===== src/rtl/snake_sprite_compositor.sv =====
// Three-stage per-pixel compositor: hit-test and ROM addressing, ROM read, colour resolve.
// Layers apple > head > body > grass; whole-frame WIN/LOSE overlay latched at pixel (0,0).
module snake_sprite_compositor #(
    parameter int                 COORD_W    = 11,
    parameter int                 MAX_SEG    = 23,
    parameter int                 BLK_LOG2   = 5,
    parameter int                 RGB_W      = 4,
    parameter int                 SCREEN_W   = 1440,
    parameter int                 SCREEN_H   = 900,
    parameter logic [3*RGB_W-1:0] KEY_COLOR  = 12'h000,
    parameter logic [3*RGB_W-1:0] LOSE_COLOR = 12'hF00,
    parameter logic [3*RGB_W-1:0] WIN_COLOR  = 12'h0F0
) (
    input  logic                                 clk,
    input  logic                                 rst,
    input  logic                                 pix_valid,
    input  logic [COORD_W-1:0]                   curr_x,
    input  logic [COORD_W-1:0]                   curr_y,
    input  logic [MAX_SEG*COORD_W-1:0]           snakepos_x,
    input  logic [MAX_SEG*COORD_W-1:0]           snakepos_y,
    input  logic [$clog2(MAX_SEG+1)-1:0]         length,
    input  logic [COORD_W-1:0]                   applepos_x,
    input  logic [COORD_W-1:0]                   applepos_y,
    input  logic [1:0]                           head_dir,
    input  logic                                 lose,
    input  logic                                 win,
    output logic [2*BLK_LOG2-1:0]                apple_addr,
    output logic [2*BLK_LOG2-1:0]                head_addr,
    output logic [2*BLK_LOG2-1:0]                body_addr,
    output logic [$clog2(SCREEN_W*SCREEN_H)-1:0] grass_addr,
    input  logic [3*RGB_W-1:0]                   apple_pix,
    input  logic [3*RGB_W-1:0]                   head_pix,
    input  logic [3*RGB_W-1:0]                   body_pix,
    input  logic [3*RGB_W-1:0]                   grass_pix,
    output logic                                 out_valid,
    output logic [RGB_W-1:0]                     draw_r,
    output logic [RGB_W-1:0]                     draw_g,
    output logic [RGB_W-1:0]                     draw_b
);
    localparam int BLK   = 1 << BLK_LOG2;
    localparam int LEN_W = $clog2(MAX_SEG+1);
    localparam int GA_W  = $clog2(SCREEN_W*SCREEN_H);
    localparam int CW    = 3*RGB_W;

    typedef enum logic [1:0] {ST_PLAY, ST_WIN, ST_LOSE} state_t;
    typedef enum logic [1:0] {LY_GRASS, LY_APPLE, LY_HEAD, LY_BODY} layer_t;

    // Extra bit keeps pos+BLK from wrapping past the coordinate range.
    function automatic logic hit(input logic [COORD_W-1:0] c, input logic [COORD_W-1:0] p);
        logic [COORD_W:0] ce, pe;
        ce = {1'b0, c};
        pe = {1'b0, p};
        return (pe <= ce) && (ce < pe + (COORD_W+1)'(BLK));
    endfunction

    state_t state_q, state_d;
    layer_t layer_nxt, layer1, layer2;
    state_t ov1, ov2;
    logic   vld1, vld2;

    logic [LEN_W-1:0]    len_c;
    logic [BLK_LOG2-1:0] au, av, hu, hv, hu_r, hv_r, bu, bv;
    logic                apple_hit, head_hit, body_hit;
    logic [31:0]         gx, gy;
    logic [GA_W-1:0]     grass_nxt;
    logic [CW-1:0]       sprite, colour;

    always_comb begin
        len_c     = (length > LEN_W'(MAX_SEG)) ? LEN_W'(MAX_SEG) : length;
        apple_hit = hit(curr_x, applepos_x) && hit(curr_y, applepos_y);
        head_hit  = (len_c != '0) && hit(curr_x, snakepos_x[0 +: COORD_W])
                                  && hit(curr_y, snakepos_y[0 +: COORD_W]);
        au = BLK_LOG2'(curr_x - applepos_x);
        av = BLK_LOG2'(curr_y - applepos_y);
        hu = BLK_LOG2'(curr_x - snakepos_x[0 +: COORD_W]);
        hv = BLK_LOG2'(curr_y - snakepos_y[0 +: COORD_W]);
        // ~u is BLK-1-u for a BLK_LOG2-bit offset.
        case (head_dir)
            2'b01:   begin hu_r = hv;  hv_r = ~hu; end
            2'b10:   begin hu_r = ~hu; hv_r = ~hv; end
            2'b11:   begin hu_r = ~hv; hv_r = hu;  end
            default: begin hu_r = hu;  hv_r = hv;  end
        endcase
    end

    // Descending scan so the lowest-index hit is the last one written.
    always_comb begin
        body_hit = 1'b0;
        bu       = '0;
        bv       = '0;
        for (int i = MAX_SEG-1; i >= 1; i--) begin
            if (i < int'(len_c) && hit(curr_x, snakepos_x[i*COORD_W +: COORD_W])
                                && hit(curr_y, snakepos_y[i*COORD_W +: COORD_W])) begin
                body_hit = 1'b1;
                bu       = BLK_LOG2'(curr_x - snakepos_x[i*COORD_W +: COORD_W]);
                bv       = BLK_LOG2'(curr_y - snakepos_y[i*COORD_W +: COORD_W]);
            end
        end
    end

    always_comb begin
        layer_nxt = LY_GRASS;
        if (apple_hit)     layer_nxt = LY_APPLE;
        else if (head_hit) layer_nxt = LY_HEAD;
        else if (body_hit) layer_nxt = LY_BODY;
        gx        = 32'(curr_x) % 32'(SCREEN_W);
        gy        = 32'(curr_y) % 32'(SCREEN_H);
        grass_nxt = GA_W'(gx + gy * 32'(SCREEN_W));
    end

    always_comb begin
        state_d = state_q;
        if (pix_valid && curr_x == '0 && curr_y == '0) begin
            if (lose)     state_d = ST_LOSE;
            else if (win) state_d = ST_WIN;
            else          state_d = ST_PLAY;
        end
    end

    always_ff @(posedge clk or posedge rst) begin
        if (rst) state_q <= ST_PLAY;
        else     state_q <= state_d;
    end

    always_comb begin
        case (layer2)
            LY_HEAD: sprite = head_pix;
            LY_BODY: sprite = body_pix;
            default: sprite = apple_pix;
        endcase
        colour = (layer2 == LY_GRASS || sprite == KEY_COLOR) ? grass_pix : sprite;
        case (ov2)
            ST_WIN:  colour = WIN_COLOR;
            ST_LOSE: colour = LOSE_COLOR;
            default: ;
        endcase
        if (!vld2) colour = '0;
    end

    // No back-pressure: pix_valid is carried alongside the pixel and emerges as out_valid.
    always_ff @(posedge clk or posedge rst) begin
        if (rst) begin
            apple_addr <= '0;
            head_addr  <= '0;
            body_addr  <= '0;
            grass_addr <= '0;
            layer1     <= LY_GRASS;
            layer2     <= LY_GRASS;
            ov1        <= ST_PLAY;
            ov2        <= ST_PLAY;
            vld1       <= 1'b0;
            vld2       <= 1'b0;
            out_valid  <= 1'b0;
            draw_r     <= '0;
            draw_g     <= '0;
            draw_b     <= '0;
        end else begin
            apple_addr <= {av, au};
            head_addr  <= {hv_r, hu_r};
            body_addr  <= {bv, bu};
            grass_addr <= grass_nxt;
            layer1     <= layer_nxt;
            ov1        <= state_d;
            vld1       <= pix_valid;
            layer2     <= layer1;
            ov2        <= ov1;
            vld2       <= vld1;
            out_valid  <= vld2;
            draw_r     <= colour[CW-1 -: RGB_W];
            draw_g     <= colour[RGB_W +: RGB_W];
            draw_b     <= colour[0 +: RGB_W];
        end
    end
endmodule


===== config.mk =====
export PLATFORM = sky130hd
export DESIGN_NAME = snake_sprite_compositor
export DESIGN_NICKNAME = d
export VERILOG_FILES = /design/src/rtl/snake_sprite_compositor.sv
export SDC_FILE = /design/constraint.sdc
export NUM_CORES = 2
export LEC_CHECK = 0
export CORE_UTILIZATION = 25
export CTS_BUF_LIST = sky130_fd_sc_hd__clkbuf_4
export CTS_CLUSTER_DIAMETER = 50
export CTS_CLUSTER_SIZE = 40
export DETAILED_ROUTE_END_ITERATION = 10
export GPL_TIMING_DRIVEN = 1
export PLACE_DENSITY = 0.53
export SLEW_MARGIN = 0
export SYNTH_ARGS = -nofsm -noshare
export SYNTH_HDL_FRONTEND = slang
export SYNTH_SLANG_ARGS = --single-unit
export TNS_END_PERCENT = 5

===== constraint.sdc =====
create_clock -name clk -period 3.7 [get_ports clk]
set_input_delay 0.74 -clock clk [delete_from_list [all_inputs] [get_ports clk]]
set_output_delay 0.74 -clock clk [all_outputs]
set_load 0.01 [all_outputs]

After elaboration in Yosys (flattened, before gate mapping)
Index checks and enable logic that the tools add are counted.

Register bits after elaboration: 74. Input port bits: 610. Output and inout bits: 64. Logic and storage cells: 423.

Add/subtract/negate cells: 97. $mul: 1. Divide/modulo/power cells: 2. $lt $le $gt $ge: 119. Equality and inequality tests: 7. Muxes and demuxes: 78. Bitwise logic cells: 2. Reductions and logical operators: 103.

Operator list (count): 11-bit by 6-bit adder with 12-bit output (second input constant) (48); 11-bit by 12-bit less-than comparator with 1-bit output (48); 11-bit less-or-equal comparator (48); 5-bit subtractor (48); 5-bit two-way mux (45); 1-bit logical AND (97); 12-bit case mux with 2 select lines (2); 4-bit by 5-bit less-than comparator with 1-bit output (first input constant) (8); 5-bit less-than comparator (first input constant) (7); 11-bit by 10-bit modulo with 32-bit output (second input constant) (1); 11-bit by 11-bit modulo with 32-bit output (second input constant) (1); 32-bit by 6-bit multiplier with 16-bit output (second input constant) (1); 5-bit case mux with 3 select lines (2); 12-bit two-way mux (2); 1-bit two-way mux (23); 11-bit logical NOT (2); 21-bit adder (1); 3-bit by 5-bit less-than comparator with 1-bit output (first input constant) (4); 12-bit logical NOT (1); 2-bit equality test (second input constant) (5); 2-bit by 5-bit less-than comparator with 1-bit output (first input constant) (2); 5-bit NOT (2); 2-bit two-way mux (4); 5-bit > comparator (second input constant) (1); other kinds (5) (6).

Logic depth before layout (Yosys ltp)
Depth in word-level cells: 30. Mapped depth: 33. Depth with buffers taken out: 33.

Worst setup path after synthesis
Ideal clock, no wire load.

Path kind: input port to flip-flop. From: input port curr_y[7]. To: register grass_addr[20]. Library setup time: 0.080 ns. Arrival time: 6.778 ns. Required time: 3.620 ns. Setup slack: -3.158 ns. Stages: 32. Buffers on the path: 0. Cell sequence: inv_1 > nand3_1 > and2_1 > ha_1 > inv_1 > a21oi_1 > a41oi_1 > a21oi_1 > o21ai_0 > xnor2_1 > ha_1 > ha_1 > inv_1 > fa_1 > inv_1 > ha_1 > inv_1 > fa_1 > inv_1 > a21oi_1 > o21ai_0 > a21o_1 > a21o_1 > a21o_1 > a21o_1 > a21o_1 > a21oi_1 > xnor2_1 > ha_1 > and3_1 > a211oi_1 > xnor2_1.

Word-level cells in the longest chain between the ends: 3.

Ends and longest elaborated chain: start: declaration (RTL line 18) `input logic [COORD_W-1:0] curr_y,`; 11-bit by 10-bit modulo with 32-bit output (RTL line 107) `gy = 32'(curr_y) % 32'(SCREEN_H);`; 32-bit by 6-bit multiplier with 16-bit output (RTL line 108) `grass_nxt = GA_W'(gx + gy * 32'(SCREEN_W));`; 21-bit adder (RTL line 108); net grass_nxt[20] (RTL line 65) `logic [GA_W-1:0] grass_nxt;`; end signal: assignment (RTL line 161) `grass_addr <= grass_nxt;`; end: declaration (RTL line 30) `output logic [$clog2(SCREEN_W*SCREEN_H)-1:0] grass_addr,`.

The timed path passes the listed nets, and every way through them passes these cells. A chain may end at the register's enable or synchronous reset.

Worst setup path in the final report
From: input port curr_y[4]. To: register grass_addr[20].

Same word-level chain as after synthesis.

==> impl_metrics.csv <==
group,metric,value,unit
global_routing,met3_usage,0.0569,
sta,setup_slack,-2.36,ns
final_layout,design_area,0.0578,mm2
setup_path,cp-end-kind,"register",
floorplanning,die_h,391,um
final_layout,final_layout_size_suffix_gt1_frac,0.220,
setup_path,cpPeakStageDelay,0.52,ns
clock_network,clock_sinks,74,
status,status,"complete, but fails checks",
routing,wl_per_cell,23.9,um
clock_network,cts_buffers,9,
final_layout,n_fill_cell,15500,
logic_synthesis,synth_edf_count,0,
power_and_ir_drop,pwr-share-clk,0.037,
floorplanning,fp-row-count,142,
setup_path,crit_path_frequent_cell,"a21o_1",
setup_path,cp_slowest_cell,"fa_1",
sta,maxSlewViolCount,0,
sta,slew_headroom,0.452,
placement,dpl_worst_slack,-2.99,ns
sta,rsz0062_at_grt,"true",
placement,dp_hpwl,178,mm
clock_network,clk_latency,0.62,ns
final_layout,final_nets,8492,
logic_synthesis,seq_area_frac_synth,0.0491,
power_and_ir_drop,total_leakage_power,28.4,nW
global_routing,met2_usage,0.451,
power_and_ir_drop,power_density,253,mW/mm2
global_routing,grt_pass1_vias,44100,
placement,placedInstanceArea,0.0572,mm2
min_path,hold_class,"register to register",
status,violations,"negative setup slack",
global_routing,grt_most_used_layer,"met2",
setup_path,path_class,"primary input to register",
power_and_ir_drop,peakVddDrop,0.500,mV
sta,final.setup_skew,0.0599,ns
routing,avgViaCountPerCell,5.06,
floorplanning,core,0.150,mm2
logic_synthesis,synth_area,0.0377,mm2
power_and_ir_drop,p_int,7.68,mW
floorplanning,ios,674,
sta,max_freq,165,MHz
global_routing,grt_antenna_before_repair,93,
routing,firstDrtPassIters,7,
logic_synthesis,synthArstFlopShare,1.00,
global_routing,grt_pass1_wl,294,mm
power_and_ir_drop,p_total,14.6,mW
clock_network,cts_tree,"done",
routing,postRouteAntennaNets,0,
clock_network,htreeDepth,3,
routing,via_count,44100,
placement,dp.cells,8658,
setup_path,path_max_fanout,4,
sta,hold_violations,0,
setup_path,crit_required,4.21,ns
clock_network,path_clk_slew,0.14,ns
routing,routed_wl,209,mm
logic_synthesis,synth_seq_cells,74,
final_layout,fin_cells,8715,
setup_path,start_kind,"primary input",
routing,drc,0,
global_routing,grt_start_max_net_pins,59,
floorplanning,die_area,0.152,mm2
sta,finalCritPeriodShare,1.64,
logic_synthesis,syn_inst,4696,
placement,io_buffers,673,
power_and_ir_drop,power_frac_seq,0.087,
sta,setup_viol,25,
clock_network,cts_max_path_buffers,2,
placement,place_congestion,0.957,
logic_synthesis,synth.avg_cell_area,8.04,um2
global_routing,grt_usage,0.265,
logic_synthesis,synthFlopType,"dfrtp_1",
clock_network,hold_buffers,0,
clock_network,cts_root_buf,"clkbuf_4",
floorplanning,die_w,391,um
sta,worst_slew_pin_slew,0.821,ns
setup_path,arrival,6.57,ns
sta,fin_hold_ws,0.363,ns
logic_synthesis,synth_cell_types,98,
power_and_ir_drop,power_switching,6.93,mW
sta,finalWorstPathRequiredPeriod,6.06,ns
power_and_ir_drop,combPwrFrac,0.876,
global_routing,grt_overflow,0,
global_routing,use_met1,0.333,
power_and_ir_drop,sw_frac_of_total,0.474,
flow_run,drv_cap,0,
floorplanning,start_util,0.252,
logic_synthesis,ys_warn_count,0,
final_layout,area_growth,53.3,%
routing,drtIter0Drc,2602,
[worst max-delay path, delay by kind of cell]
family	cells	cell delay, ns
AOI/OAI and AO/OA	10	2.04
xor gates and xnor gates	3	0.37
adders and majority gates	5	1.83
buffers and inverters	5	0.62
and+or+nand+nor	6	0.98
[final cells by class]
class,instances,area [um2],area share
Antenna cell,32,80.1,0.00138
Timing Repair Buffer,1999,17200,0.297
Inverter,477,1800,0.0312
Tap cell,2016,2520,0.0436
Sequential cell,74,1850,0.0320
Clock inverter,6,42.5,0.000736
Clock buffer,10,75.1,0.00130
Multi-Input combinational cell,4101,34300,0.593
[synth_stat cells (12+ instances only)]
| cell | instances | share of area |
|---|---|---|
| ha_1 | 1155 | 0.38 |
| inv_1 | 476 | 0.047 |
| a21oi_1 | 318 | 0.042 |
| o21ai_0 | 264 | 0.035 |
| nand3_1 | 260 | 0.034 |
| nor2_1 | 228 | 0.023 |
| xor2_1 | 183 | 0.042 |
| nand2_1 | 167 | 0.017 |
| xnor2_1 | 152 | 0.035 |
| a21o_1 | 133 | 0.026 |
| o21a_1 | 108 | 0.021 |
| nor3_1 | 104 | 0.014 |
| nor2b_1 | 95 | 0.016 |
| nand4_1 | 93 | 0.015 |
| dfrtp_1 | 74 | 0.049 |
| nand2b_1 | 73 | 0.012 |
| and3_1 | 71 | 0.012 |
| fa_1 | 65 | 0.034 |
| a211oi_1 | 59 | 0.012 |
| a31oi_1 | 48 | 0.0080 |
| o211ai_1 | 41 | 0.0082 |
| clkbuf_1 | 39 | 0.0039 |
| o221ai_1 | 31 | 0.0072 |
| o31a_1 | 31 | 0.0072 |
| nor4_1 | 26 | 0.0043 |
| a211o_1 | 25 | 0.0058 |
| mux2i_1 | 23 | 0.0061 |
| o31ai_1 | 23 | 0.0046 |
| o2111ai_1 | 19 | 0.0044 |
| or3_1 | 18 | 0.0030 |
| a2111oi_0 | 16 | 0.0037 |
| o21bai_1 | 15 | 0.0030 |
| and4_1 | 14 | 0.0032 |
| nand3b_1 | 14 | 0.0028 |
| o22ai_1 | 14 | 0.0023 |
| a22oi_1 | 12 | 0.0024 |
| or4_1 | 12 | 0.0024 |
[repair_timing]
item                                    4_1_cts  5_1_grt
resized for setup                            58       14
buffers inserted                              7        2
pin swaps                                    24        9
endpoints found under the setup margin       25       25
[final timing paths]
kind | from | endpoint | slack (ns) | depth (start not counted)
max in group asynchronous | rst | draw_r[3] | 2.61 | 3
worst max-delay path | curr_y[4] | grass_addr[20] | -2.36 | 29
worst min-delay path | layer1[1] | layer2[1] | 0.36 | 0
min in group asynchronous | rst | grass_addr[10] | 0.38 | 2
worst min register to register | layer1[1] | layer2[1] | 0.36 | 0
worst max register to register | layer2[0] | draw_r[0] | 0.88 | 9
[cell usage in the layout (no fill, tap or decap), types with 95 or more instances in the layout]
master,synthesis,final
nor2b_1,95,95
a21oi_1,318,310
ha_1,1155,1148
o21ai_0,264,258
clkdlybuf4s50_1,0,651
inv_1,476,460
a21o_1,133,133
o21a_1,108,108
xnor2_1,152,147
nor3_1,104,100
buf_4,1,1274
nand3_1,260,260
nand2_1,167,165
nor2_1,228,226
xor2_1,183,182
[sequential cells by signal (all words and copies together) (netlist names), 2 cells and up]
register    cells
body_addr      10
head_addr      10
grass_addr     21
layer2          2
apple_addr     10
layer1          2
ov2             2
draw_g          4
ov1             2
draw_b          4
draw_r          4
[through the flow]
stage                      util  setup TNS, ns
after floorplan               -         -35.29
after global placement    0.382         -48.81
after detailed placement  0.382         -50.56
after CTS                 0.385         -25.55
after global routing      0.386         -33.66
final                     0.386         -28.42
[logic make-up after synthesis]
group / Yosys count / share of synthesized area
adders and majority gates: 1220 / 0.417
xor gates and xnor gates: 335 / 0.0778
muxes: 25 / 0.00670
DFF: 74 / 0.0491
AOI/OAI and AO/OA: 1287 / 0.227
other: 1 / 0.0000994
buffers and inverters: 529 / 0.0533
and+or+nand+nor: 1225 / 0.169
[power by group through the flow]
| stage | combinational (mW) | clock (mW) | sequential (mW) |
|---|---|---|---|
| CTS | 12.7 | 0.577 | 1.26 |
| global route | 14.0 | 0.592 | 1.27 |
| floorplan | 5.97 | 0 | 1.23 |
| global placement | 12.2 | 0 | 1.28 |
| finish | 12.8 | 0.541 | 1.27 |
| detailed placement | 12.3 | 0 | 1.27 |
[layer usage]
layer,vias up,wire [um]
li1,21300,-
met1,21000,87800
met2,1396,97200
met3,316,16600
met4,90,6290
met5,-,575
Note: power is estimated with default switching activity, not from simulation.
